===== src/rtl/ascon_pkg.sv =====
// Shared constants for the ASCON bit-sliced S-box blocks: lane width,
// forward and inverse 5-bit tables (x0 is the column MSB) and FSM states.
package ascon_pkg;

  localparam int LANE_W = 64;

  localparam logic [4:0] ASCON_SBOX [32] = '{
    5'h04, 5'h0b, 5'h1f, 5'h14, 5'h1a, 5'h15, 5'h09, 5'h02,
    5'h1b, 5'h05, 5'h08, 5'h12, 5'h1d, 5'h03, 5'h06, 5'h1c,
    5'h1e, 5'h13, 5'h07, 5'h0e, 5'h00, 5'h0d, 5'h11, 5'h18,
    5'h10, 5'h0c, 5'h01, 5'h19, 5'h16, 5'h0a, 5'h0f, 5'h17
  };

  localparam logic [4:0] ASCON_INV_SBOX [32] = '{
    5'h14, 5'h1a, 5'h07, 5'h0d, 5'h00, 5'h09, 5'h0e, 5'h12,
    5'h0a, 5'h06, 5'h1d, 5'h01, 5'h19, 5'h15, 5'h13, 5'h1e,
    5'h18, 5'h16, 5'h0b, 5'h11, 5'h03, 5'h05, 5'h1c, 5'h1f,
    5'h17, 5'h1b, 5'h04, 5'h08, 5'h0f, 5'h0c, 5'h10, 5'h02
  };

  typedef enum logic [1:0] {IDLE, RUN, DONE} state_e;

endpackage


===== src/rtl/ascon_inv_sbox_slice.sv =====
// Combinational inverse S-box over WIDTH 5-bit columns, one table lookup each.
module ascon_inv_sbox_slice
  import ascon_pkg::*;
#(
  parameter int WIDTH = 1
) (
  input  logic [WIDTH-1:0][4:0] col_in,
  output logic [WIDTH-1:0][4:0] col_out
);

  for (genvar g = 0; g < WIDTH; g++) begin : g_col
    assign col_out[g] = ASCON_INV_SBOX[col_in[g]];
  end

endmodule


===== src/rtl/ascon_inv_sbox_serial.sv =====
// Serial bit-sliced inverse ASCON S-box layer: WIDTH columns per cycle, valid/ready in and out.
// Define ASCON_INV_SBOX_CHECK_EN to add err_o, a forward-S-box self-check of every produced column.
module ascon_inv_sbox_serial
  import ascon_pkg::*;
#(
  parameter int WIDTH  = 1,
  parameter int LANE_W = ascon_pkg::LANE_W
) (
  input  logic              clk,
  input  logic              rst,
  input  logic              s_valid,
  output logic              s_ready,
  input  logic [LANE_W-1:0] x0_i,
  input  logic [LANE_W-1:0] x1_i,
  input  logic [LANE_W-1:0] x2_i,
  input  logic [LANE_W-1:0] x3_i,
  input  logic [LANE_W-1:0] x4_i,
  output logic              m_valid,
  input  logic              m_ready,
  output logic [LANE_W-1:0] x0_o,
  output logic [LANE_W-1:0] x1_o,
  output logic [LANE_W-1:0] x2_o,
  output logic [LANE_W-1:0] x3_o,
  output logic [LANE_W-1:0] x4_o
`ifdef ASCON_INV_SBOX_CHECK_EN
  ,
  output logic              err_o
`endif
);

  localparam int STEPS = LANE_W / WIDTH;
  localparam int CW    = (STEPS > 1) ? $clog2(STEPS) : 1;

  if (!(WIDTH == 1 || WIDTH == 2 || WIDTH == 4 || WIDTH == 8) || (LANE_W % WIDTH) != 0) begin : g_bad_width
    $error("ascon_inv_sbox_serial: WIDTH must be 1/2/4/8 and divide LANE_W");
  end

  state_e                   state, state_nxt;
  logic [4:0][LANE_W-1:0]   lane;   // lane[k] holds xk
  logic [CW-1:0]            cnt;
  logic [WIDTH-1:0][4:0]    col_in, col_out;
  logic [4:0][WIDTH-1:0]    res;
  logic                     accept, last;

  // Gather the WIDTH LSB columns (x0 is the MSB) and scatter results back per lane.
  always_comb begin
    col_in = '0;
    res    = '0;
    for (int g = 0; g < WIDTH; g++) begin
      for (int k = 0; k < 5; k++) begin
        col_in[g][4-k] = lane[k][g];
        res[k][g]      = col_out[g][4-k];
      end
    end
  end

  ascon_inv_sbox_slice #(.WIDTH(WIDTH)) u_slice (
    .col_in  (col_in),
    .col_out (col_out)
  );

  assign last   = (cnt == CW'(STEPS - 1));
  assign accept = s_ready && s_valid;

  always_comb begin
    state_nxt = state;
    s_ready   = 1'b0;
    m_valid   = 1'b0;
    case (state)
      IDLE: begin
        s_ready = 1'b1;
        if (s_valid) state_nxt = RUN;
      end
      RUN:  if (last) state_nxt = DONE;
      DONE: begin
        m_valid = 1'b1;
        if (m_ready) state_nxt = IDLE;
      end
      default: state_nxt = IDLE;
    endcase
  end

  always_ff @(posedge clk) begin
    if (rst) state <= IDLE;
    else     state <= state_nxt;
  end

  // Results enter at the MSB end, so after STEPS shifts every bit is home again.
  always_ff @(posedge clk) begin
    if (rst) begin
      lane <= '0;
      cnt  <= '0;
    end else if (accept) begin
      lane <= {x4_i, x3_i, x2_i, x1_i, x0_i};
      cnt  <= '0;
    end else if (state == RUN) begin
      for (int k = 0; k < 5; k++)
        lane[k] <= {res[k], lane[k][LANE_W-1:WIDTH]};
      cnt <= cnt + 1'b1;
    end
  end

  assign x0_o = lane[0];
  assign x1_o = lane[1];
  assign x2_o = lane[2];
  assign x3_o = lane[3];
  assign x4_o = lane[4];

`ifdef ASCON_INV_SBOX_CHECK_EN
  logic mism;

  always_comb begin
    mism = 1'b0;
    for (int g = 0; g < WIDTH; g++)
      if (ASCON_SBOX[col_out[g]] != col_in[g]) mism = 1'b1;
  end

  always_ff @(posedge clk) begin
    if (rst)                         err_o <= 1'b0;
    else if (accept)                 err_o <= 1'b0;
    else if (state == RUN && mism)   err_o <= 1'b1;
  end
`endif

endmodule


===== config.mk =====
export PLATFORM = sky130hd
export DESIGN_NAME = ascon_inv_sbox_serial
export DESIGN_NICKNAME = d
export VERILOG_FILES = /design/src/rtl/ascon_pkg.sv /design/src/rtl/ascon_inv_sbox_slice.sv /design/src/rtl/ascon_inv_sbox_serial.sv
export SDC_FILE = /design/constraint.sdc
export NUM_CORES = 1
export LEC_CHECK = 0
export CAP_MARGIN = 20
export CELL_PAD_IN_SITES_DETAIL_PLACEMENT = 0
export CELL_PAD_IN_SITES_GLOBAL_PLACEMENT = 1
export CORE_AREA = 2 2 249 251
export DETAILED_ROUTE_END_ITERATION = 8
export DIE_AREA = 0 0 251 253
export HOLD_SLACK_MARGIN = 0.02
export PLACE_DENSITY_LB_ADDON = 0.1
export SLEW_MARGIN = 15
export SYNTH_ARGS = -nofsm -noshare
export SYNTH_HDL_FRONTEND = slang
export SYNTH_SLANG_ARGS = --single-unit

===== constraint.sdc =====
create_clock -name clk -period 4.8 [get_ports clk]
set_input_delay 1.2 -clock clk [delete_from_list [all_inputs] [get_ports clk]]
set_output_delay 1.2 -clock clk [all_outputs]
set_load 0.1 [all_outputs]

* Yosys cells after proc, flatten, opt, wreduce, memory -nomap -nowiden *
Memories as Yosys holds them, arrays and structs flattened.
Index checks and enable logic that the tools add are counted.

storage, ports and cells
  register bits after elaboration = 328
  bits in read-only memories = 160
  memories kept = 1

memories
  memory            words  width  rd ports  clocked after Yosys merged registers in  wr ports  RTL line                    text
  (name not given)  32     5      1         0                                        0         ascon_inv_sbox_slice.sv:12  assign col_out[g] = ASCON_INV_SBOX[col_in[g]];

operators by class
  add/sub/neg operators = 1
  order comparisons = 1
  equal/unequal tests = 6
  muxes and demuxes = 10
  bitwise operators = 1
  reductions and logical operators = 5

operator list
  kind                 count
  $mux 320             2
  $mux 5               2
  $add 6x1->6 const B  1
  $eq 6x6->1 const B   1
  $ge 6x6->1 const B   1
  $mux 2               3
  $ne 2x2->1 const B   3
  $not 5->6            1
  $pmux 2 s3           1
  $reduce_and 3->1     1
  $eq 2x1->1 const B   1
  $eq 2x2->1 const B   1
  $logic_not 2->1      1
  $mux 1               2
  $reduce_bool 2->1    1
  $reduce_or 2->1      1
  $logic_and 1x1->1    1

* Longest topological paths before layout *
Gate-level depths: netlist of run 1.

  word-level depth = 6
  gate-level depth with buffers = 7
  depth with buffers taken out = 6

* By module *
From an unflattened synthesis of run 1, not the netlist that was laid out.

unflattened totals
  cells, all modules = 1,911
  area total of the unflattened synthesis = 15,914.0 um2

by module, submodules not included
  module                 times used  cells each  area each (um2)
  ascon_inv_sbox_serial  1           1,853       15,512.4
  ascon_inv_sbox_slice   1           58          401.6

* Least setup slack after synthesis of run 1 *
Ideal clock, no wire load.

  kind = register to output
  start = register state[1]
  end = output port m_valid
  arrival time = 1.815 ns
  path slack = 1.785 ns
  stages on the path, launching flop included = 2
  path buffers = 0
  cell sequence = dfxtp_1 nor2b_1

between the ends
  word-level cells in the longest chain between the ends = 2

RTL lines
  item                      RTL line                     text
  start: declaration        ascon_inv_sbox_serial.sv:38  state_e state, state_nxt;
  start signal: assignment  ascon_inv_sbox_serial.sv:85  else state <= state_nxt;
  $eq 2x2->1                ascon_inv_sbox_serial.sv:69  case (state)
  $mux 1                    ascon_inv_sbox_serial.sv:69
  end: declaration          ascon_inv_sbox_serial.sv:18  output logic m_valid,

No other way between the ends.

* Worst setup path in the final report of run 1 *
  start = register lane, in the netlist x1_o[0]
  end = output port x1_o[0]

RTL lines
  item                              RTL line                     text
  start: declaration                ascon_inv_sbox_serial.sv:39  logic [4:0][LANE_W-1:0] lane;
  start signal: assignment          ascon_inv_sbox_serial.sv:94  lane <= {x4_i, x3_i, x2_i, x1_i, x0_i};
  start signal: indexed assignment  ascon_inv_sbox_serial.sv:98  lane[k] <= {res[k], lane[k][LANE_W-1:WIDTH]};
  end: declaration                  ascon_inv_sbox_serial.sv:21  output logic [LANE_W-1:0] x1_o,

No word-level cell between the ends.

==> out/metrics.cfg, run 1 <==
[clock_tree]
cts_root_buf=clkbuf_16
cts_tree=built
max-clock-path-buffers=3
postCtsHoldBufs=0
postCtsResizedCells=0
cts.sinks=328
ctsHtreeMaxLevel=2
cts_made_buffers=42
cts_setup_buffers=0
insertion_delay_ns=0.55
path_clk_slew_ns=0.06

[worst_setup_path]
crit_family=buffers and inverters
cp_slowest_cell=clkdlybuf4s50_1
path_cells=clkdlybuf4s50_1
path_buf_inv=1
cp.arrival_ns=2.51
path_class=reg -> out
worstPathRequired_ns=3.60
endpoint_kind=primary output
worstPathMaxFanout=18
crit_path_start_kind=register
slowest_delay_ns=1.29

[timing]
hold_viol_final=0
rsz0062_at_grt=false
skew_ns=0.0138
finalCriticalPeriod_ns=3.71
tightest_slew_ns=1.14
slew_headroom_pct=23.5
final-setup-viol-count=0
finalCritPeriodShare_pct=77.3
slew_violations=0
fin_setup_tns_ns=0
timing.fmax_mhz=270

[global_routing]
overflow=0
grt_usage_pct=17.7
antenna_found_initial=10
grt_max_degree=199
grt_pass1_vias=13300
grt_pass1_wl_mm=87.0

[floorplan]
fp.dieH_um=253
rows=91
core_area_um2=61000
ioPinCount=646
start_util_pct=21.5
dieArea_um2=63500
die_x_um=251

[synth]
synth_nets=1850
ys.flop_type=dfxtp_1
synth_seq_cells=328
synth_edf_count=0
synth_cell_types=41
ys_seq_area_share_pct=50.0
synth_area_um2=13100
yosysWarningCount=0
synthCells=1518
ys_async_sr_fraction_pct=0
synth.avg_cell_area_um2=8.66

[route]
routed_wl_mm=60.0
route.detailed.drc=0
wl_per_cell_um=20.7
avgViaCountPerCell=4.68
firstDrtPassIters=6
num_vias=13600
ant_nets=0
first_iter_violations=994

[power_and_ir_drop]
power_w=0.00904
p_per_area_nw_per_um2=423
vdd_drop_max_mv=0.246
p_leak_nw=7.40

[cells_and_area]
syn_to_final_growth_pct=62.9
layout_commonest_cell=clkdlybuf4s50_1
most-common-layout-cells=642 x clkdlybuf4s50_1, 328 x dfxtp_1, 325 x nand2_1, 325 x a21oi_1, 317 x a22oi_1
final_nets=2405
design_area_um2=21400
fillers=6353
drive_above_1_share_pct=3.81

[run]
maxCapViolations=0

[run_status]
status=completed

[placed_design]
hpwl_mm=40.7
gpl.final_weighted_congestion=0.798
io_buffers=645
placed_area_um2=20000

[worst_hold_path]
hold_path_class=reg -> reg

==> power breakdown <==
| part | internal, W | switching, W |
|---|---|---|
| Clock | 0.00196 | 0.00123 |
| Sequential | 0.00292 | 0.000170 |
| Combinational | 0.000746 | 0.00201 |
| Total | 0.00563 | 0.00342 |
==> Yosys cell counts, types with 2 or more instances <==
| library cell | n | area share [%] |
|---|---|---|
| nor2b_1 | 6 | 0.29 |
| o21ai_0 | 2 | 0.076 |
| nand2b_1 | 5 | 0.24 |
| nand2_1 | 325 | 9.3 |
| clkbuf_1 | 56 | 1.6 |
| xor2_1 | 4 | 0.27 |
| buf_2 | 49 | 1.9 |
| ha_1 | 8 | 0.76 |
| clkbuf_4 | 2 | 0.11 |
| a22oi_1 | 317 | 18 |
| mux2i_1 | 2 | 0.15 |
| o211a_1 | 2 | 0.15 |
| buf_6 | 12 | 1.0 |
| dfxtp_1 | 328 | 50 |
| a21oi_1 | 325 | 12 |
| o31ai_1 | 2 | 0.11 |
| o22ai_1 | 3 | 0.14 |
| nor2_1 | 12 | 0.34 |
| buf_4 | 19 | 1.1 |
| buf_1 | 6 | 0.17 |
| inv_1 | 6 | 0.17 |
| nor3_1 | 4 | 0.15 |
| nand4_1 | 3 | 0.14 |
| a211oi_1 | 3 | 0.17 |
==> stage by stage <==
step	std cells	hold WS [ns]	utilization, %	worst slack (ns)
2_1_floorplan	1518	0.449	-	1.78
3_3_place_gp	2819	0.459	32.8	1.58
3_5_place_dp	2819	0.460	32.8	1.57
4_1_cts	2891	0.468	35.0	1.02
5_1_grt	2896	0.485	35.1	0.941
6_report	2898	0.466	35.1	1.09
==> per-layer routing <==
| layer | up-vias | share of wire, % | track usage [%] | routed length [µm] |
|---|---|---|---|---|
| li1 | 6612 | - | - | - |
| met1 | 6470 | 40 | 20.9 | 23900 |
| met2 | 413 | 50 | 30.6 | 30200 |
| met3 | 72 | 7.9 | 5.90 | 4760 |
| met4 | 8 | 1.8 | 5.03 | 1100 |
| met5 | - | 0.070 | 0 | 42 |
==> state kept, by name (all words and copies together) (netlist names) <==
register  count
x1_o         64
x0_o         64
x3_o         64
x2_o         64
cnt           6
state         2
x4_o         64
==> path summary, 6_finish.rpt <==
path              depth (start not counted)               endpoint  slack, ns             startpoint
setup / recovery                          1                x1_o[0]       1.09   x1_o[0]$_SDFFE_PP0P_
hold / removal                            2  x3_o[14]$_SDFFE_PP0P_       0.47  x3_o[14]$_SDFFE_PP0P_
setup reg to reg                          5  x2_o[63]$_SDFFE_PP0P_       2.53   x3_o[0]$_SDFFE_PP0P_
hold reg to reg                           2  x3_o[14]$_SDFFE_PP0P_       0.47  x3_o[14]$_SDFFE_PP0P_
==> logic make-up (layout without fill, tap and decap cells) <==
logic type / Yosys count / count (layout) / share of synthesized area [%]
AND/OR/NAND/NOR: 362 / 362 / 10.9
buffers and inverters: 151 / 734 / 6.15
AO/OA/AOI/OAI: 661 / 661 / 31.6
adder cells (fa/ha/maj): 8 / 8 / 0.762
flip-flops: 328 / 328 / 50.0
other: 0 / 7 / 0
XOR/XNOR: 5 / 5 / 0.333
multiplexers: 3 / 3 / 0.324
==> cell type report <==
| cell class | instances | area, µm² | area share, % |
|---|---|---|---|
| tap | 790 | 988 | 4.62 |
| clock buffer | 66 | 1310 | 6.10 |
| multi-input combinational | 1039 | 5780 | 27.0 |
| antenna | 7 | 17.5 | 0.0818 |
| sequential | 328 | 6570 | 30.7 |
| clock inverter | 6 | 80.1 | 0.374 |
| inverter | 6 | 22.5 | 0.105 |
| timing repair buffer | 656 | 6640 | 31.0 |
Power figures use the tool's default switching activity.
==> run 2: changes to the inputs <==
--- a/config.mk
+++ b/config.mk
@@ -8,9 +8,9 @@
 export CAP_MARGIN = 20
 export CELL_PAD_IN_SITES_DETAIL_PLACEMENT = 0
 export CELL_PAD_IN_SITES_GLOBAL_PLACEMENT = 1
-export CORE_AREA = 2 2 249 251
+export CORE_AREA = 2 2 250 252
 export DETAILED_ROUTE_END_ITERATION = 8
-export DIE_AREA = 0 0 251 253
+export DIE_AREA = 0 0 252 254
 export HOLD_SLACK_MARGIN = 0.02
 export PLACE_DENSITY_LB_ADDON = 0.1
 export SLEW_MARGIN = 15
==> constraint.sdc (replaced) <==
create_clock -name clk -period 3.5 [get_ports clk]
set_input_delay 0.875 -clock clk [delete_from_list [all_inputs] [get_ports clk]]
set_output_delay 0.875 -clock clk [all_outputs]
set_load 0.1 [all_outputs]
==> run 2 against run 1 <==
Against the previous run:
- combinational power rose by 35%
- register-to-register slack worse by 1.3 ns
- design area is 3.3% lower
- total power increased by 35%
- largest cell class is now sequential cells
==> out/metrics.cfg, run 2 (synthesis gave the netlist of run 1 again) <==
[worst_setup_path]
ff2ff_path_depth=4  ; -1
path_cells=buf_4
crit_family=flip-flops
worstPathRequired_ns=2.62  ; -0.98 ns
crit_path_start_kind=register
endpoint_kind=primary output
path_buf_inv=1  ; unchanged
cp_slowest_cell=dfxtp_1
r2r_slack_ns=1.21  ; -1.32 ns
path_class=reg -> out
r2r_start=state[0]$_SDFFE_PP0P_
cp.arrival_ns=1.74  ; -0.77 ns
reg2reg_to=x3_o[36]$_SDFFE_PP0P_
worstPathMaxFanout=15  ; -3
slowest_delay_ns=0.76  ; -0.53 ns

[clock_tree]
cts_root_buf=clkbuf_16
cts_made_buffers=42  ; unchanged
path_clk_slew_ns=0.06  ; about the same
insertion_delay_ns=0.56  ; about the same
postCtsResizedCells=0  ; unchanged
postCtsHoldBufs=0  ; unchanged
ctsHtreeMaxLevel=2  ; unchanged
cts.sinks=328  ; unchanged
cts_tree=built
max-clock-path-buffers=3  ; unchanged
cts_setup_buffers=0  ; unchanged

[worst_hold_path]
min_to=x1_o[5]$_SDFFE_PP0P_
hold_path_class=reg -> reg
min-delay-start=x1_o[5]$_SDFFE_PP0P_
hold_depth=2  ; unchanged

[timing]
slew_violations=0  ; unchanged
fin_setup_tns_ns=0  ; unchanged
skew_ns=0.0156  ; +0.00182 ns
tightest_slew_ns=0.910  ; -0.234 ns
final-setup-viol-count=0  ; unchanged
hold_viol_final=0  ; unchanged
timing.fmax_mhz=382
finalCriticalPeriod_ns=2.62
rsz0062_at_grt=false
finalCritPeriodShare_pct=74.8
slew_headroom_pct=39.4  ; +16 points

[power_and_ir_drop]
vdd_drop_max_mv=0.284  ; +15%
p_leak_nw=8.01  ; +8.1%
power_w=0.0122  ; +35%
p_per_area_nw_per_um2=588  ; +39%

[floorplan]
start_util_pct=21.5  ; -0.080 points
fp.dieH_um=254  ; +0.40%
rows=91  ; unchanged
ioPinCount=646  ; unchanged
die_x_um=252  ; +0.40%
core_area_um2=61300  ; +0.37%
dieArea_um2=64000  ; +0.80%

[placed_design]
hpwl_mm=43.5  ; +7.1%
io_buffers=645  ; unchanged
gpl.final_weighted_congestion=0.785  ; -1.6%

[cells_and_area]
final_nets=2421  ; +0.67%
drive_above_1_share_pct=19.3  ; +15 points
post-route-util_pct=33.8  ; -1.3 points
syn_to_final_growth_pct=57.4
layout_commonest_cell=buf_4
most-common-layout-cells=337 x buf_4, 328 x dfxtp_1, 325 x nand2_1, 325 x a21oi_1, 322 x clkdlybuf4s50_1

[route]
routed_wl_mm=61.7  ; +2.9%
ant_nets=0  ; unchanged
first_iter_violations=890  ; -10%
avgViaCountPerCell=4.77  ; +1.7%
num_vias=13900  ; +2.4%
route.detailed.drc=0  ; unchanged
wl_per_cell_um=21.2  ; +2.2%
firstDrtPassIters=5  ; -1

[run_status]
status=completed

[global_routing]
antenna_found_initial=15  ; +5
grt_pass1_wl_mm=88.9  ; +2.1%
grt_max_degree=156  ; -22%
overflow=0  ; unchanged
grt_pass1_vias=13600  ; +2.0%
grt_usage_pct=18.1  ; +0.35 points

[run]
maxCapViolations=0  ; unchanged

-- run 2: cell count changes in the layout (fill, tap and decap cells not counted), sizes merged --
| cell | delta |
|---|---|
| clkinv | -2 |
| buf | +336 |
| clkinvlp | +1 |
| clkdlybuf4s50 | -320 |
| diode | +2 |
| bufinv | -1 |
| clkbuf | +2 |
-- run 2: worst max path at each step --
stage	startpoint	to	slack, ns	cells past startpoint
2_1_floorplan	state[1]$_SDFFE_PP0P_	m_valid	0.81	1
3_3_place_gp	s_valid	x0_o[6]$_SDFFE_PP0P_	0.67	6
3_5_place_dp	s_valid	x1_o[44]$_SDFFE_PP0P_	0.62	6
4_1_cts	x2_o[0]$_SDFFE_PP0P_	x2_o[0]	0.86	1
5_1_grt	x2_o[0]$_SDFFE_PP0P_	x2_o[0]	0.81	1
6_report	x2_o[0]$_SDFFE_PP0P_	x2_o[0]	0.88	1
-- run 2: metrics by stage --
step	hold WS, ns	worst slack, ns	area [µm²]	std cells
3_5_place_dp	0.464	0.615	19400	2835
6_report	0.468	0.882	20700	2916
5_1_grt	0.488	0.812	20700	2913
2_1_floorplan	0.449	0.810	13100	1518
4_1_cts	0.472	0.863	20700	2907
3_3_place_gp	0.457	0.675	19400	2835
-- run 2: tightest hold or removal path: stages (launching register included) --
cell and delay, ns:
dfxtp_1 0.32, nand2_1 0.05, a21oi_1 0.05
-- run 2: cell type report --
| class | instances | area (µm²) |
|---|---|---|
| Antenna cell | 9 | 22.5 |
| Clock buffer | 68 | 1250 |
| Clock inverter | 4 | 47.5 |
| Fill cell | 6478 | 40600 |
| Inverter | 6 | 22.5 |
| Multi-Input combinational cell | 1039 | 5780 |
| Sequential cell | 328 | 6570 |
| Tap cell | 790 | 988 |
| Timing Repair Buffer | 672 | 6010 |
-- run 2: where the power goes --
part           internal (W)  switching [W]  leakage, nW
Sequential          0.00401       0.000255         2.70
Clock               0.00250        0.00168        0.628
Combinational      0.000956        0.00276         4.68
Total               0.00747        0.00470         8.01
-- run 2: per-layer routing --
metal	vias up	part of all wire (%)	global-route usage, %
met3	75	7.8	6.03
met4	12	2.0	5.16
met5	-	0.14	0
li1	6663	-	-
met1	6686	40	21.5
met2	460	50	31.0
==> run 3: changes to the inputs <==
--- a/config.mk
+++ b/config.mk
@@ -8,9 +8,9 @@
 export CAP_MARGIN = 20
 export CELL_PAD_IN_SITES_DETAIL_PLACEMENT = 0
 export CELL_PAD_IN_SITES_GLOBAL_PLACEMENT = 1
-export CORE_AREA = 2 2 250 252
+export CORE_AREA = 2 2 249 251
 export DETAILED_ROUTE_END_ITERATION = 8
-export DIE_AREA = 0 0 252 254
+export DIE_AREA = 0 0 251 253
 export HOLD_SLACK_MARGIN = 0.02
 export PLACE_DENSITY_LB_ADDON = 0.1
 export SLEW_MARGIN = 15
==> constraint.sdc (replaced) <==
create_clock -name clk -period 2.3 [get_ports clk]
set_input_delay 0.575 -clock clk [delete_from_list [all_inputs] [get_ports clk]]
set_output_delay 0.575 -clock clk [all_outputs]
set_load 0.1 [all_outputs]
==> run 3 against run 2 <==
Against the previous run:
- non-clock buffer count grew 39
- sequential cell count is the same
- register-to-register slack lost 0.68 ns
- clock power grew 56%
- total power grew 55%
- setup slack lost 0.72 ns
- critical path type unchanged
- largest cell class is now non-clock buffers
==> out/metrics.cfg, run 3 (synthesis gave the netlist of run 1 again) <==
[power_and_ir_drop]
pwr-share-clk_pct=34.5  ; about the same
p_per_area_nw_per_um2=882  ; +50%
swShare_pct=38.4  ; -0.19 points
p_sw_w=0.00726  ; +54%
vdd_drop_max_mv=0.430  ; +51%
p_leak_nw=8.35  ; +4.3%
pwr-share-comb_pct=31.2  ; +0.6 points
power_w=0.0189  ; +55%
pwr-share-seq_pct=34.2  ; -0.8 points
cellInternalPower_w=0.0116  ; +56%

[floorplan]
rows=91  ; unchanged
core_area_um2=61000  ; -0.37%
die_x_um=251  ; -0.40%
dieArea_um2=63500  ; -0.79%
fp.dieH_um=253  ; -0.39%
start_util_pct=21.5  ; +0.080 points
ioPinCount=646  ; unchanged

[clock_tree]
postCtsHoldBufs=0  ; unchanged
ctsHtreeMaxLevel=2  ; unchanged
path_clk_slew_ns=0.06  ; about the same
max-clock-path-buffers=3  ; unchanged
postCtsResizedCells=0  ; unchanged
cts.sinks=328  ; unchanged
cts_setup_buffers=0  ; unchanged
insertion_delay_ns=0.55  ; about the same
cts_tree=built
cts_made_buffers=43  ; +2.4%
cts_root_buf=clkbuf_16

[route]
wl_met2_mm=30.2  ; -1.8%
highest_layer=met5
routed_wl_mm=60.5  ; -1.9%
avgViaCountPerCell=4.72  ; -0.94%
first_iter_violations=779  ; -12%
wl_per_cell_um=20.5  ; -3.2%
num_vias=13900  ; +0.38%
met3_length_mm=4.34  ; -10%
route.detailed.drc=0  ; unchanged
wl_met1_mm=24.4  ; -1.6%
firstDrtPassIters=5  ; unchanged
ant_nets=0  ; unchanged

[timing]
whs_ns=0.446  ; -0.0213 ns
final-setup-viol-count=0  ; unchanged
tightest_slew_ns=0.585  ; -0.324 ns
timing.fmax_mhz=467
slew_headroom_pct=60.9  ; +22 points
finalCritPeriodShare_pct=93.2
fin_setup_tns_ns=0  ; unchanged
rsz0062_at_grt=false
hold_viol_final=0  ; unchanged
slew_violations=0  ; unchanged
finalCriticalPeriod_ns=2.14
skew_ns=0.0143  ; -0.00133 ns

[worst_setup_path]
cp.arrival_ns=1.57  ; -0.17 ns
path_class=reg -> out
worstPathMaxFanout=7  ; -8
crit_path_start_kind=register
endpoint_kind=primary output
worstPathRequired_ns=1.73  ; -0.89 ns

[worst_hold_path]
hold_path_class=in -> reg

[global_routing]
overflow=0  ; unchanged
grt_max_degree=59  ; -62%
grt_pass1_vias=13700  ; +1.2%
grt_pass1_wl_mm=88.0  ; -1.0%
antenna_found_initial=13  ; -2
grt_usage_pct=17.9  ; -0.17 points

[cells_and_area]
final_nets=2461  ; +1.7%
most-common-layout-cells=346 x buf_4, 326 x dfxtp_1, 325 x nand2_1, 325 x a21oi_1, 322 x clkdlybuf4s50_1
layout_commonest_cell=buf_4
fillers=6399  ; -1.2%
syn_to_final_growth_pct=62.9
drive_above_1_share_pct=21.3  ; +2.0 points

[placed_design]
gpl.final_weighted_congestion=0.785  ; about the same
io_buffers=645  ; unchanged
hpwl_mm=44.2  ; +1.5%

[run]
maxCapViolations=0  ; unchanged

[run_status]
status=completed

run 3: changes by cell type in the layout (fill, tap and decap cells not counted), sizes merged:
cell | previous run | this run
clkinv | 2 | 6
clkbuf | 68 | 62
clkinvlp | 1 | 3
buf | 350 | 389
run 3: final cells by class:
| class | instances | area, µm² | area share (%) |
|---|---|---|---|
| diodes | 9 | 22.5 | 0.105 |
| clock buffers | 62 | 1260 | 5.89 |
| flip-flops and latches | 328 | 6570 | 30.7 |
| multi-input cells | 1039 | 5790 | 27.0 |
| repair buffers | 711 | 6680 | 31.2 |
| well taps | 790 | 988 | 4.62 |
| clock inverters | 10 | 82.6 | 0.386 |
| inverters | 6 | 22.5 | 0.105 |
run 3: worst max-delay path, cell delays in order, from the launching register on:
cell     delay, ns
dfxtp_1       0.53
nor2b_2       0.29
buf_12        0.20
run 3: power by group through the flow:
stage                     clock (W)  sequential [W]  combinational (W)
after floorplan                   0         0.00939            0.00118
after global placement            0         0.00658            0.00594
after detailed placement          0         0.00659            0.00595
after CTS                   0.00677         0.00647            0.00596
after global routing        0.00699         0.00653            0.00616
final                       0.00652         0.00647            0.00590
run 3: final timing paths:
kind / start / endpoint / slack [ns] / depth (start not counted)
setup / recovery: state[1]$_SDFFE_PP0P_ / m_valid / 0.16 / 2
hold / removal: rst / x4_o[18]$_SDFFE_PP0P_ / 0.45 / 2
setup reg to reg: x3_o[0]$_SDFFE_PP0P_ / x2_o[63]$_SDFFE_PP0P_ / 0.53 / 5
hold reg to reg: x1_o[1]$_SDFFE_PP0P_ / x1_o[1]$_SDFFE_PP0P_ / 0.47 / 2
run 3: metal layers:
layer / track usage, % / vias up
li1: - / 6735
met1: 21.1 / 6705
met2: 30.7 / 418
met3: 5.45 / 85
met4: 6.65 / 6
met5: 0 / -
run 3: through the flow:
stage	instances	instance area (µm²)	setup WS [ns]	utilization [%]
2_1_floorplan	1518	13100	0.103	-
6_report	2955	21400	0.157	35.1
3_5_place_dp	2874	20000	0.0221	32.8
3_3_place_gp	2874	20000	0.0613	32.8
5_1_grt	2955	21400	0.0582	35.1
4_1_cts	2946	21400	0.0815	35.0
